<file path="src/rtl/warp_fetch_sched_pkg.sv">
// Shared GPU scheduler definitions: warp count, lane geometry and the per-warp state encoding.
package warp_fetch_sched_pkg;

  localparam int unsigned NUM_WARPS  = 8;
  localparam int unsigned LANE_WARPS = NUM_WARPS / 2;

  typedef enum logic [2:0] {
    StIdle   = 3'd0,
    StReady  = 3'd1,
    StPend   = 3'd2,
    StWaitBr = 3'd3,
    StDone   = 3'd4
  } warp_state_e;

endpackage

</file>
<file path="src/rtl/warp_fetch_sched_if.sv">
// Bundle of launch, decode-feedback, resolve and fetch-grant signals around the warp scheduler.
interface warp_fetch_sched_if;
  import warp_fetch_sched_pkg::*;

  logic                 Launch_en;
  logic [NUM_WARPS-1:0] Launch_mask;
  logic                 Stall_IF;
  logic [NUM_WARPS-1:0] IB_Full;
  logic [NUM_WARPS-1:0] Valid_ID0;
  logic [NUM_WARPS-1:0] Valid_ID1;
  logic                 Ctrl_ID0;
  logic                 Ctrl_ID1;
  logic                 Exit_ID0;
  logic                 Exit_ID1;
  logic [NUM_WARPS-1:0] Resolve;
  logic [NUM_WARPS-1:0] Valid_IF0;
  logic [NUM_WARPS-1:0] Valid_IF1;
  logic [NUM_WARPS-1:0] Active;
  logic                 All_Done;
  logic [31:0]          Fetch_Count;

  modport master (
    output Launch_en, Launch_mask, Stall_IF, IB_Full, Valid_ID0, Valid_ID1,
           Ctrl_ID0, Ctrl_ID1, Exit_ID0, Exit_ID1, Resolve,
    input  Valid_IF0, Valid_IF1, Active, All_Done, Fetch_Count
  );

  modport slave (
    input  Launch_en, Launch_mask, Stall_IF, IB_Full, Valid_ID0, Valid_ID1,
           Ctrl_ID0, Ctrl_ID1, Exit_ID0, Exit_ID1, Resolve,
    output Valid_IF0, Valid_IF1, Active, All_Done, Fetch_Count
  );

endinterface

</file>
<file path="src/rtl/warp_fetch_sched_rr_arb4.sv">
// Four-requester round-robin arbiter; the search starts at ptr_q and ptr_q moves past each winner.
module rr_arb4 (
  input  logic       clk,
  input  logic       rst,
  input  logic [3:0] req,
  output logic [3:0] gnt
);

  logic [1:0] ptr_q, ptr_d;
  logic [1:0] idx;
  logic [1:0] win_idx;
  logic       found;

  always_ff @(posedge clk or posedge rst) begin
    if (rst) begin
      ptr_q <= 2'd0;
    end else begin
      ptr_q <= ptr_d;
    end
  end

  always_comb begin
    gnt     = 4'b0000;
    found   = 1'b0;
    win_idx = ptr_q;
    idx     = ptr_q;
    for (int i = 0; i < 4; i++) begin
      idx = ptr_q + 2'(i);
      if (!found && req[idx]) begin
        gnt[idx] = 1'b1;
        win_idx  = idx;
        found    = 1'b1;
      end
    end
    ptr_d = found ? win_idx + 2'd1 : ptr_q;
  end

endmodule

</file>
<file path="src/rtl/warp_fetch_sched.sv">
// Two-lane warp fetch scheduler: lane 0 arbitrates warps 0-3, lane 1 warps 4-7, one grant each.
module warp_fetch_sched
  import warp_fetch_sched_pkg::*;
#(
  parameter int unsigned NUM_WARPS = warp_fetch_sched_pkg::NUM_WARPS
) (
  input  logic                     clk,
  input  logic                     rst,
  warp_fetch_sched_if.slave        bus
);

  warp_state_e          state_q [NUM_WARPS];
  warp_state_e          state_d [NUM_WARPS];
  logic [NUM_WARPS-1:0] launched_q, launched_d;
  logic [31:0]          fetch_count_q, fetch_count_d;
  logic [NUM_WARPS-1:0] elig;
  logic [NUM_WARPS-1:0] gnt_all;
  logic [NUM_WARPS-1:0] done_mask;
  logic [LANE_WARPS-1:0] gnt0, gnt1;

  // State register
  always_ff @(posedge clk or posedge rst) begin
    if (rst) begin
      for (int w = 0; w < NUM_WARPS; w++) state_q[w] <= StIdle;
      launched_q    <= '0;
      fetch_count_q <= '0;
    end else begin
      for (int w = 0; w < NUM_WARPS; w++) state_q[w] <= state_d[w];
      launched_q    <= launched_d;
      fetch_count_q <= fetch_count_d;
    end
  end

  always_comb begin
    elig = '0;
    for (int w = 0; w < NUM_WARPS; w++) begin
      elig[w] = (state_q[w] == StReady) && !bus.IB_Full[w] && !bus.Stall_IF;
    end
  end

  rr_arb4 u_arb_lane0 (
    .clk (clk),
    .rst (rst),
    .req (elig[LANE_WARPS-1:0]),
    .gnt (gnt0)
  );

  rr_arb4 u_arb_lane1 (
    .clk (clk),
    .rst (rst),
    .req (elig[NUM_WARPS-1:LANE_WARPS]),
    .gnt (gnt1)
  );

  assign gnt_all = {gnt1, gnt0};

  // Next-state: decode lane 0 takes precedence if a warp somehow shows in both lanes
  always_comb begin
    launched_d    = launched_q;
    fetch_count_d = fetch_count_q + 32'(|gnt0) + 32'(|gnt1);
    for (int w = 0; w < NUM_WARPS; w++) begin
      state_d[w] = state_q[w];
      case (state_q[w])
        StIdle: begin
          if (bus.Launch_en && bus.Launch_mask[w]) begin
            state_d[w]    = StReady;
            launched_d[w] = 1'b1;
          end
        end
        StReady: begin
          if (gnt_all[w]) state_d[w] = StPend;
        end
        StPend: begin
          if (bus.Valid_ID0[w]) begin
            if (bus.Exit_ID0)      state_d[w] = StDone;
            else if (bus.Ctrl_ID0) state_d[w] = StWaitBr;
            else                   state_d[w] = StReady;
          end else if (bus.Valid_ID1[w]) begin
            if (bus.Exit_ID1)      state_d[w] = StDone;
            else if (bus.Ctrl_ID1) state_d[w] = StWaitBr;
            else                   state_d[w] = StReady;
          end
        end
        StWaitBr: begin
          if (bus.Resolve[w]) state_d[w] = StReady;
        end
        StDone:  state_d[w] = StDone;
        default: state_d[w] = StIdle;
      endcase
    end
  end

  // Outputs
  always_comb begin
    bus.Active = '0;
    done_mask  = '0;
    for (int w = 0; w < NUM_WARPS; w++) begin
      bus.Active[w] = (state_q[w] == StReady) || (state_q[w] == StPend) ||
                      (state_q[w] == StWaitBr);
      done_mask[w]  = (state_q[w] == StDone);
    end
    bus.All_Done    = (|launched_q) && ((launched_q & ~done_mask) == '0);
    bus.Valid_IF0   = {{LANE_WARPS{1'b0}}, gnt0};
    bus.Valid_IF1   = {gnt1, {LANE_WARPS{1'b0}}};
    bus.Fetch_Count = fetch_count_q;
  end

endmodule

</file>
<file path="src/flat_wrapper.sv">
// flat-port wrapper written by rule: the top's interface ports become plain ports
module warp_fetch_sched_flat import warp_fetch_sched_pkg::*;
#(
  parameter int unsigned NUM_WARPS = warp_fetch_sched_pkg::NUM_WARPS
)
  (clk, rst, bus_Launch_en, bus_Launch_mask, bus_Stall_IF, bus_IB_Full, bus_Valid_ID0, bus_Valid_ID1, bus_Ctrl_ID0, bus_Ctrl_ID1, bus_Exit_ID0, bus_Exit_ID1, bus_Resolve, bus_Valid_IF0, bus_Valid_IF1, bus_Active, bus_All_Done, bus_Fetch_Count);
  warp_fetch_sched_if bus_i ();
  input  logic clk;
  input  logic rst;
  input wire logic [$bits(bus_i.Launch_en)-1:0] bus_Launch_en;
  input wire logic [$bits(bus_i.Launch_mask)-1:0] bus_Launch_mask;
  input wire logic [$bits(bus_i.Stall_IF)-1:0] bus_Stall_IF;
  input wire logic [$bits(bus_i.IB_Full)-1:0] bus_IB_Full;
  input wire logic [$bits(bus_i.Valid_ID0)-1:0] bus_Valid_ID0;
  input wire logic [$bits(bus_i.Valid_ID1)-1:0] bus_Valid_ID1;
  input wire logic [$bits(bus_i.Ctrl_ID0)-1:0] bus_Ctrl_ID0;
  input wire logic [$bits(bus_i.Ctrl_ID1)-1:0] bus_Ctrl_ID1;
  input wire logic [$bits(bus_i.Exit_ID0)-1:0] bus_Exit_ID0;
  input wire logic [$bits(bus_i.Exit_ID1)-1:0] bus_Exit_ID1;
  input wire logic [$bits(bus_i.Resolve)-1:0] bus_Resolve;
  output wire logic [$bits(bus_i.Valid_IF0)-1:0] bus_Valid_IF0;
  output wire logic [$bits(bus_i.Valid_IF1)-1:0] bus_Valid_IF1;
  output wire logic [$bits(bus_i.Active)-1:0] bus_Active;
  output wire logic [$bits(bus_i.All_Done)-1:0] bus_All_Done;
  output wire logic [$bits(bus_i.Fetch_Count)-1:0] bus_Fetch_Count;
  assign bus_i.Launch_en = bus_Launch_en;
  assign bus_i.Launch_mask = bus_Launch_mask;
  assign bus_i.Stall_IF = bus_Stall_IF;
  assign bus_i.IB_Full = bus_IB_Full;
  assign bus_i.Valid_ID0 = bus_Valid_ID0;
  assign bus_i.Valid_ID1 = bus_Valid_ID1;
  assign bus_i.Ctrl_ID0 = bus_Ctrl_ID0;
  assign bus_i.Ctrl_ID1 = bus_Ctrl_ID1;
  assign bus_i.Exit_ID0 = bus_Exit_ID0;
  assign bus_i.Exit_ID1 = bus_Exit_ID1;
  assign bus_i.Resolve = bus_Resolve;
  assign bus_Valid_IF0 = bus_i.Valid_IF0;
  assign bus_Valid_IF1 = bus_i.Valid_IF1;
  assign bus_Active = bus_i.Active;
  assign bus_All_Done = bus_i.All_Done;
  assign bus_Fetch_Count = bus_i.Fetch_Count;
  warp_fetch_sched #(.NUM_WARPS(NUM_WARPS)) u_core (.clk(clk), .rst(rst), .bus(bus_i));
endmodule
</file>
<file path="config.mk">
export PLATFORM = sky130hd
export DESIGN_NAME = warp_fetch_sched_flat
export DESIGN_NICKNAME = d
export VERILOG_FILES = /design/src/rtl/warp_fetch_sched_pkg.sv /design/src/rtl/warp_fetch_sched_if.sv /design/src/rtl/warp_fetch_sched_rr_arb4.sv /design/src/rtl/warp_fetch_sched.sv /design/src/flat_wrapper.sv
export SDC_FILE = /design/constraint.sdc
export NUM_CORES = 1
export LEC_CHECK = 0
export CAP_MARGIN = 20
export CORE_MARGIN = 4
export CORE_UTILIZATION = 43
export DETAILED_ROUTE_END_ITERATION = 16
export PLACE_DENSITY = 0.77
export SYNTH_ARGS = -nofsm -noshare
export SYNTH_HDL_FRONTEND = slang
export SYNTH_SLANG_ARGS = --single-unit
export TNS_END_PERCENT = 10
</file>
<file path="constraint.sdc">
create_clock -name clk -period 7.48 [get_ports clk]
set_input_delay 0.748 -clock clk [delete_from_list [all_inputs] [get_ports clk]]
set_output_delay 0.748 -clock clk [all_outputs]
set_load 0.01 [all_outputs]
</file>
-- After elaboration in Yosys (flattened, before gate mapping)
Cells that the tools add are included.
- flip-flop bits (word level): 68
- input bits: 48
- output and inout port bits: 57
- logic and storage cells: 321
- add/sub/neg operators: 10
- $lt $le $gt $ge: 16
- eq/ne operators: 64
- mux-type cells: 106
- bitwise gates (word level): 8
- reduce and logical (&&, ||, !) cells: 98
- operators by type and width (operator ; count):
    $mux 3 ; 42
    $pmux 3 s5 ; 8
    $add 32x1->32 ; 2
    $eq 3x2->1 const B ; 16
    $logic_and 1x1->1 ; 39
    $mux 4 ; 8
    $ne 2x1->1 const B ; 16
    $reduce_and 4->1 ; 8
    $eq 3x1->1 const B ; 8
    $eq 3x3->1 const B ; 8
    $logic_not 3->1 ; 8
    $lt 2x3->1 const B ; 8
    $mux 1 ; 24
    $ne 3x3->1 const B ; 8
    $or 4x4->4 ; 6
    $bmux 1 s2 ; 8
    $demux 1 s2 ; 8
    $ge 2x1->1 const B ; 8
    $logic_or 1x1->1 ; 16
    $mux 2 ; 8
    $ne 2x2->1 const B ; 8
    $reduce_and 2->1 ; 8
    $logic_not 1->1 ; 15
    $add 2x1->2 const B ; 4
    6 further kinds ; 10

-- Depth between registers and ports, before layout
- word-level depth: 18
- depth in mapped cells: 18
- mapped depth without buffers: 16

-- By module
From an unflattened synthesis, not the netlist that was laid out.
- cells, all modules: 557
- area, all modules: 4850.9 um^2
- by module, submodules not included (module ; times used ; cells each ; area an instance (um^2) ; sequential area each (um^2)):
    warp_fetch_sched ; 1 ; 401 ; 3583.4 ; 1601.5
    rr_arb4 at u_core.u_arb_lane0 ; 1 ; 80 ; 664.4 ; 50.0
    rr_arb4 at u_core.u_arb_lane1 ; 1 ; 76 ; 603.1 ; 50.0

-- Worst setup path after synthesis
Ideal clock, no wire load.
- path type: reg2reg
- start point: reg u_core.u_arb_lane1.ptr_q[0]
- end point: reg u_core.fetch_count_q[29] (netlist: u_core.bus.Fetch_Count[29])
- library setup time: 0.125 ns
- arrival time: 4.393 ns
- required time: 7.355 ns
- slack: 2.962 ns
- stages on the path, launching flop included: 18
- buffers on the path: 2
- clock period less this slack: 4.518 ns
- cell sequence: dfrtp_1 buf_2 inv_1 ha_1 clkbuf_1 mux4_2 a311oi_2 a221oi_2 o21ai_1 nor4_1 fa_1 nand3b_1 nor3_1 nand2_1 nor2_1 and3_1 nand3_1 xnor2_1
- cells in the longest elaborated chain, start to end: 14
- elaborated cells between the ends (all ways): 49
- classes of those cells: 4 x add/sub; 8 x order compare; 23 x mux; 3 x bitwise; 11 x reduce/logical
- ends and longest elaborated chain (element ; RTL line ; source):
    start, declared ; warp_fetch_sched_rr_arb4.sv:9 ; logic [1:0] ptr_q, ptr_d;
    start signal, assigned ; warp_fetch_sched_rr_arb4.sv:18 ; ptr_q <= ptr_d;
    branches (longest 11 deep; another with $lt 2x3->1) ; n/a ;
    $mux 4 (*) ; warp_fetch_sched_rr_arb4.sv:29 ; if (!found && req[idx]) begin
    net bus_Valid_IF1[5] ; flat_wrapper.sv:22 ; output wire logic [$bits(bus_i.Valid_IF1)-1:0] bus_Valid_IF1;
    $reduce_or 4->1 (*) ; warp_fetch_sched.sv:60 ; fetch_count_d = fetch_count_q + 32'(|gnt0) + 32'(|gnt1);
    $add 32x1->32 (*) ; warp_fetch_sched.sv:60 ;
    net u_core.fetch_count_d[29] ; warp_fetch_sched.sv:15 ; logic [31:0] fetch_count_q, fetch_count_d;
    end signal, assigned ; warp_fetch_sched.sv:30 ; fetch_count_q <= fetch_count_d;
    end, declared ; warp_fetch_sched.sv:15 ;
Mark *: on every way through the listed nets, which the timed path passes. The select of a mux whose other input is x is not followed.
A chain may end at the register's enable or synchronous reset.

-- Worst setup path after layout
- start point: in bus_Stall_IF
- end point: reg u_core.fetch_count_q[31] (netlist: u_core.bus.Fetch_Count[31])
- cells in the longest elaborated chain, start to end: 17
- elaborated cells between the ends (all ways): 61
- classes of those cells: 2 x add/sub; 30 x mux; 6 x bitwise; 23 x reduce/logical
- ends and longest elaborated chain (element ; RTL line ; source):
    start, declared ; flat_wrapper.sv:12 ; input wire logic [$bits(bus_i.Stall_IF)-1:0] bus_Stall_IF;
    $logic_not 1->1 (*) ; warp_fetch_sched.sv:37 ; elig[w] = (state_q[w] == StReady) && !bus.IB_Full[w] && !bus.Stall_IF;
    $logic_and 1x1->1 ; warp_fetch_sched.sv:37 ;
    $bmux 1 s2 ; warp_fetch_sched_rr_arb4.sv:29 ;
    $mux 1 (implied by the code) ; warp_fetch_sched_rr_arb4.sv:29 ;
    $mux 1 ; warp_fetch_sched_rr_arb4.sv:29 ;
    $logic_not 1->1 ; warp_fetch_sched_rr_arb4.sv:29 ;
    $logic_and 1x1->1 ; warp_fetch_sched_rr_arb4.sv:29 ;
    $mux 1 ; warp_fetch_sched_rr_arb4.sv:29 ;
    [... 2 more ...] ; n/a ;
    $mux 1 ; warp_fetch_sched_rr_arb4.sv:29 ;
    $logic_not 1->1 ; warp_fetch_sched_rr_arb4.sv:29 ;
    $logic_and 1x1->1 ; warp_fetch_sched_rr_arb4.sv:29 ;
    $mux 4 ; warp_fetch_sched_rr_arb4.sv:29 ;
    $reduce_or 4->1 ; warp_fetch_sched.sv:60 ;
    $add 32x1->32 ; warp_fetch_sched.sv:60 ;
    $add 32x1->32 (*) ; warp_fetch_sched.sv:60 ;
    net u_core.fetch_count_d[31] ; warp_fetch_sched.sv:15 ;
The timed path passes the listed nets; every way through them passes the cells marked *. The select of a mux whose other input is x is not followed.

==> summary.txt <==
Detailed routing
  • Vias: 4449
  • DRC viols: 0
  • Wire length per cell: 17.3 µm
  • DRT iter0 DRCs: 356
  • Routed wire length: 13.3 mm
  • Drt first pass iters: 6
  • ANT nets after route: 0
  • DR vias/cell: 5.79

Power and ir drop
  • Peak VDD IR: 0.000185 V
  • P per Cell Area: 366 mW/mm²
  • Total power: 2.16 mW
  • Pleak: 2.45 nW

GRT
  • Initial antenna violation count: 0
  • Vias in the first global route: 4233
  • First-pass GRT wire length: 21.4 mm
  • Largest net degree at the start of global routing: 69
  • Global route overflow: 0
  • GRT Total Usage: 20.6%

STA
  • RSZ-0062 raised after global routing: no
  • Fin crit period: 5.23 ns
  • TNS Setup: 0 ns
  • Part of the cycle the worst path needs: 70.0%
  • Worst Slack Setup Final: 2.25 ns
  • Slew @ Worst Pin: 0.967 ns
  • Fin Hold WS: 0.470 ns
  • Worst slew margin: 35.4%
  • Clk_skew: 0.00871 ns
  • Setup violators final: 0
  • Fmax: 191 MHz
  • Final Hold Fails: 0
  • Pins over their slew limit: 0

Layout
  • Final Cell Area: 0.00590 mm²
  • Syn-to-layout area delta: 25.6%
  • Final Instance Count excl. Fillers: 768
  • Ant. Diodes: 0
  • Share of layout cells above drive strength 1: 6.80%
  • # nets final: 687
  • Final core occ: 56.4%

Floorplan
  • Initial cell density of the core: 44.9%
  • Die area: 0.0127 mm²
  • Site row count: 37
  • Core area: 0.0105 mm²
  • Die width: 112 µm
  • I/O Pins: 105
  • Die height: 112 µm

Flow run
  • Max Cap Viol: 0

Setup path
  • Critical Path RT: 7.71 ns
  • CP arrival: 5.47 ns
  • CP Launch Type: primary input
  • Setup crit end kind: register
  • Crit-path max FO: 12
  • Crit Path Class: primary input to register

Clock tree
  • CTS tree: built
  • CTS Sinks: 68
  • Number of buffers created by CTS: 9
  • CTS clk-pin slew, worst paths: 0.08 ns
  • Clk_lat worst skew: 0.34 ns
  • # Post-CTS Setup Buffers: 0
  • Clk buf depth: 2
  • Clock root buffer master: clkbuf_8
  • PostCTS Resize Cnt: 0
  • Hold buffers post-CTS: 0
  • H-Tree Depth: 3

Logic synthesis
  • Area leader, netlist: dfrtp_1
  • Yosys cell types: 79
  • Synth warnings: 0
  • Mapped Cells: 542
  • Most numerous cell in the Yosys netlist: dfrtp_1
  • Asr flop ratio synth: 100%
  • Post-synth top area share: 36.2%
  • Mapped cell area: 0.00469 mm²
  • Synth Area per Inst: 8.66 µm²
  • Flops & latches, synth: 68
  • Sequential fraction of the synthesis area: 36.2%
  • Top cells by area, synth: dfrtp_1, nor2_1, xnor2_1
  • EDFF count, synth: 0
  • Post-synth top cells: dfrtp_1, nor2_1, nand2_1, a21oi_1, nand3_1
  • Synth Flop Type: dfrtp_1

Place
  • Buffers on Ports: 96
  • Cell Area, Placed: 0.00568 mm²
  • Post-Place Setup Slack: 1.95 ns
  • Placed insts: 752
  • Hpwl dp: 9.91 mm
  • RD Place Congestion: 0.867

Outcome
  • Status: finished clean

Min path
  • HP Class: register to register
## logic make-up (layout without fill, tap and decap cells)
kind of cell / Yosys count / after routing / synth area share, %
AOI/OAI and AO/OA: 141 / 141 / 21.5
xor gates and xnor gates: 33 / 33 / 6.16
adders and majority gates: 12 / 12 / 3.36
buffers and inverters: 57 / 140 / 6.08
DFF: 68 / 68 / 36.2
muxes: 9 / 9 / 2.45
other: 1 / 8 / 0.0799
and+or+nand+nor: 221 / 221 / 24.1
## registers in the layout, indices dropped and copies added, names as in the netlist
name	cells
u_core.bus.Fetch_Count	32
u_core.state_q	24
u_core.launched_q	8
u_core.u_arb_lane0.ptr_q	2
u_core.u_arb_lane1.ptr_q	2
## power by group
part	internal [mW]	total [mW]	switching (mW)	leakage (nW)
Sequential	0.462	0.622	0.160	0.848
Clock	0.189	0.342	0.153	0.110
Combinational	0.548	1.19	0.647	1.50
## per-layer routing
| layer | part of all wire, % | up-vias | global-route usage, % |
|---|---|---|---|
| li1 | - | 2127 | - |
| met1 | 41 | 2101 | 26.7 |
| met2 | 49 | 192 | 34.3 |
| met3 | 7.6 | 29 | 4.53 |
| met4 | 2.1 | 0 | 6.65 |
| met5 | 0 | - | 0 |
## area by class of cell
type / count / area (µm²)
Clock inverter: 7 / 98.8
Fill cell: 964 / 4560
Tap cell: 136 / 170
Multi-Input combinational cell: 424 / 2730
Sequential cell: 68 / 1700
Timing Repair Buffer: 97 / 968
Clock buffer: 9 / 124
Inverter: 27 / 101
## worst paths after layout
kind                       cells after the start                                   end  slack [ns]                                     from
setup / recovery                              16  u_core.bus.Fetch_Count[31]$_DFF_PP0_        2.25                             bus_Stall_IF
hold / removal                                 1  u_core.bus.Fetch_Count[31]$_DFF_PP0_        0.47     u_core.bus.Fetch_Count[31]$_DFF_PP0_
hold reg to reg                                1  u_core.bus.Fetch_Count[31]$_DFF_PP0_        0.47     u_core.bus.Fetch_Count[31]$_DFF_PP0_
min in group asynchronous                      3  u_core.bus.Fetch_Count[25]$_DFF_PP0_        0.97                                      rst
max in group asynchronous                      3         u_core.state_q[6]$_DFFE_PP0P_        5.94                                      rst
setup reg to reg                              15  u_core.bus.Fetch_Count[31]$_DFF_PP0_        2.35  u_core.u_arb_lane1.ptr_q[0]$_DFFE_PP0P_
## cell usage in the layout (no fill, tap or decap), types with 8 or more instances in the layout
master and count:
dfrtp_1 68, nand3_1 28, xnor2_1 24, and3_1 14, o21ai_0 9, nand2b_1 9
clkbuf_8 9, inv_1 25, conb_1 8, a21oi_1 36, nor2_1 59, nor3_1 19
nand2_1 44, xor2_1 9, ha_1 11, clkdlybuf4s50_1 96, a22oi_1 8
## worst max-delay path, cell delays in order
cell and delay [ns]:
clkdlybuf4s50_1 0.75, or3_4 0.26, nor2_1 0.05, mux4_2 0.60
a311oi_2 0.43, a221oi_1 0.15, o21ai_2 0.25, nor4_1 0.12
fa_1 0.41, nand3b_1 0.25, nor3_1 0.39, nand2_1 0.18
nor2_1 0.35, and3_1 0.28, nand3_1 0.11, xnor2_1 0.13
No activity file was read; power rests on OpenSTA's default activity.
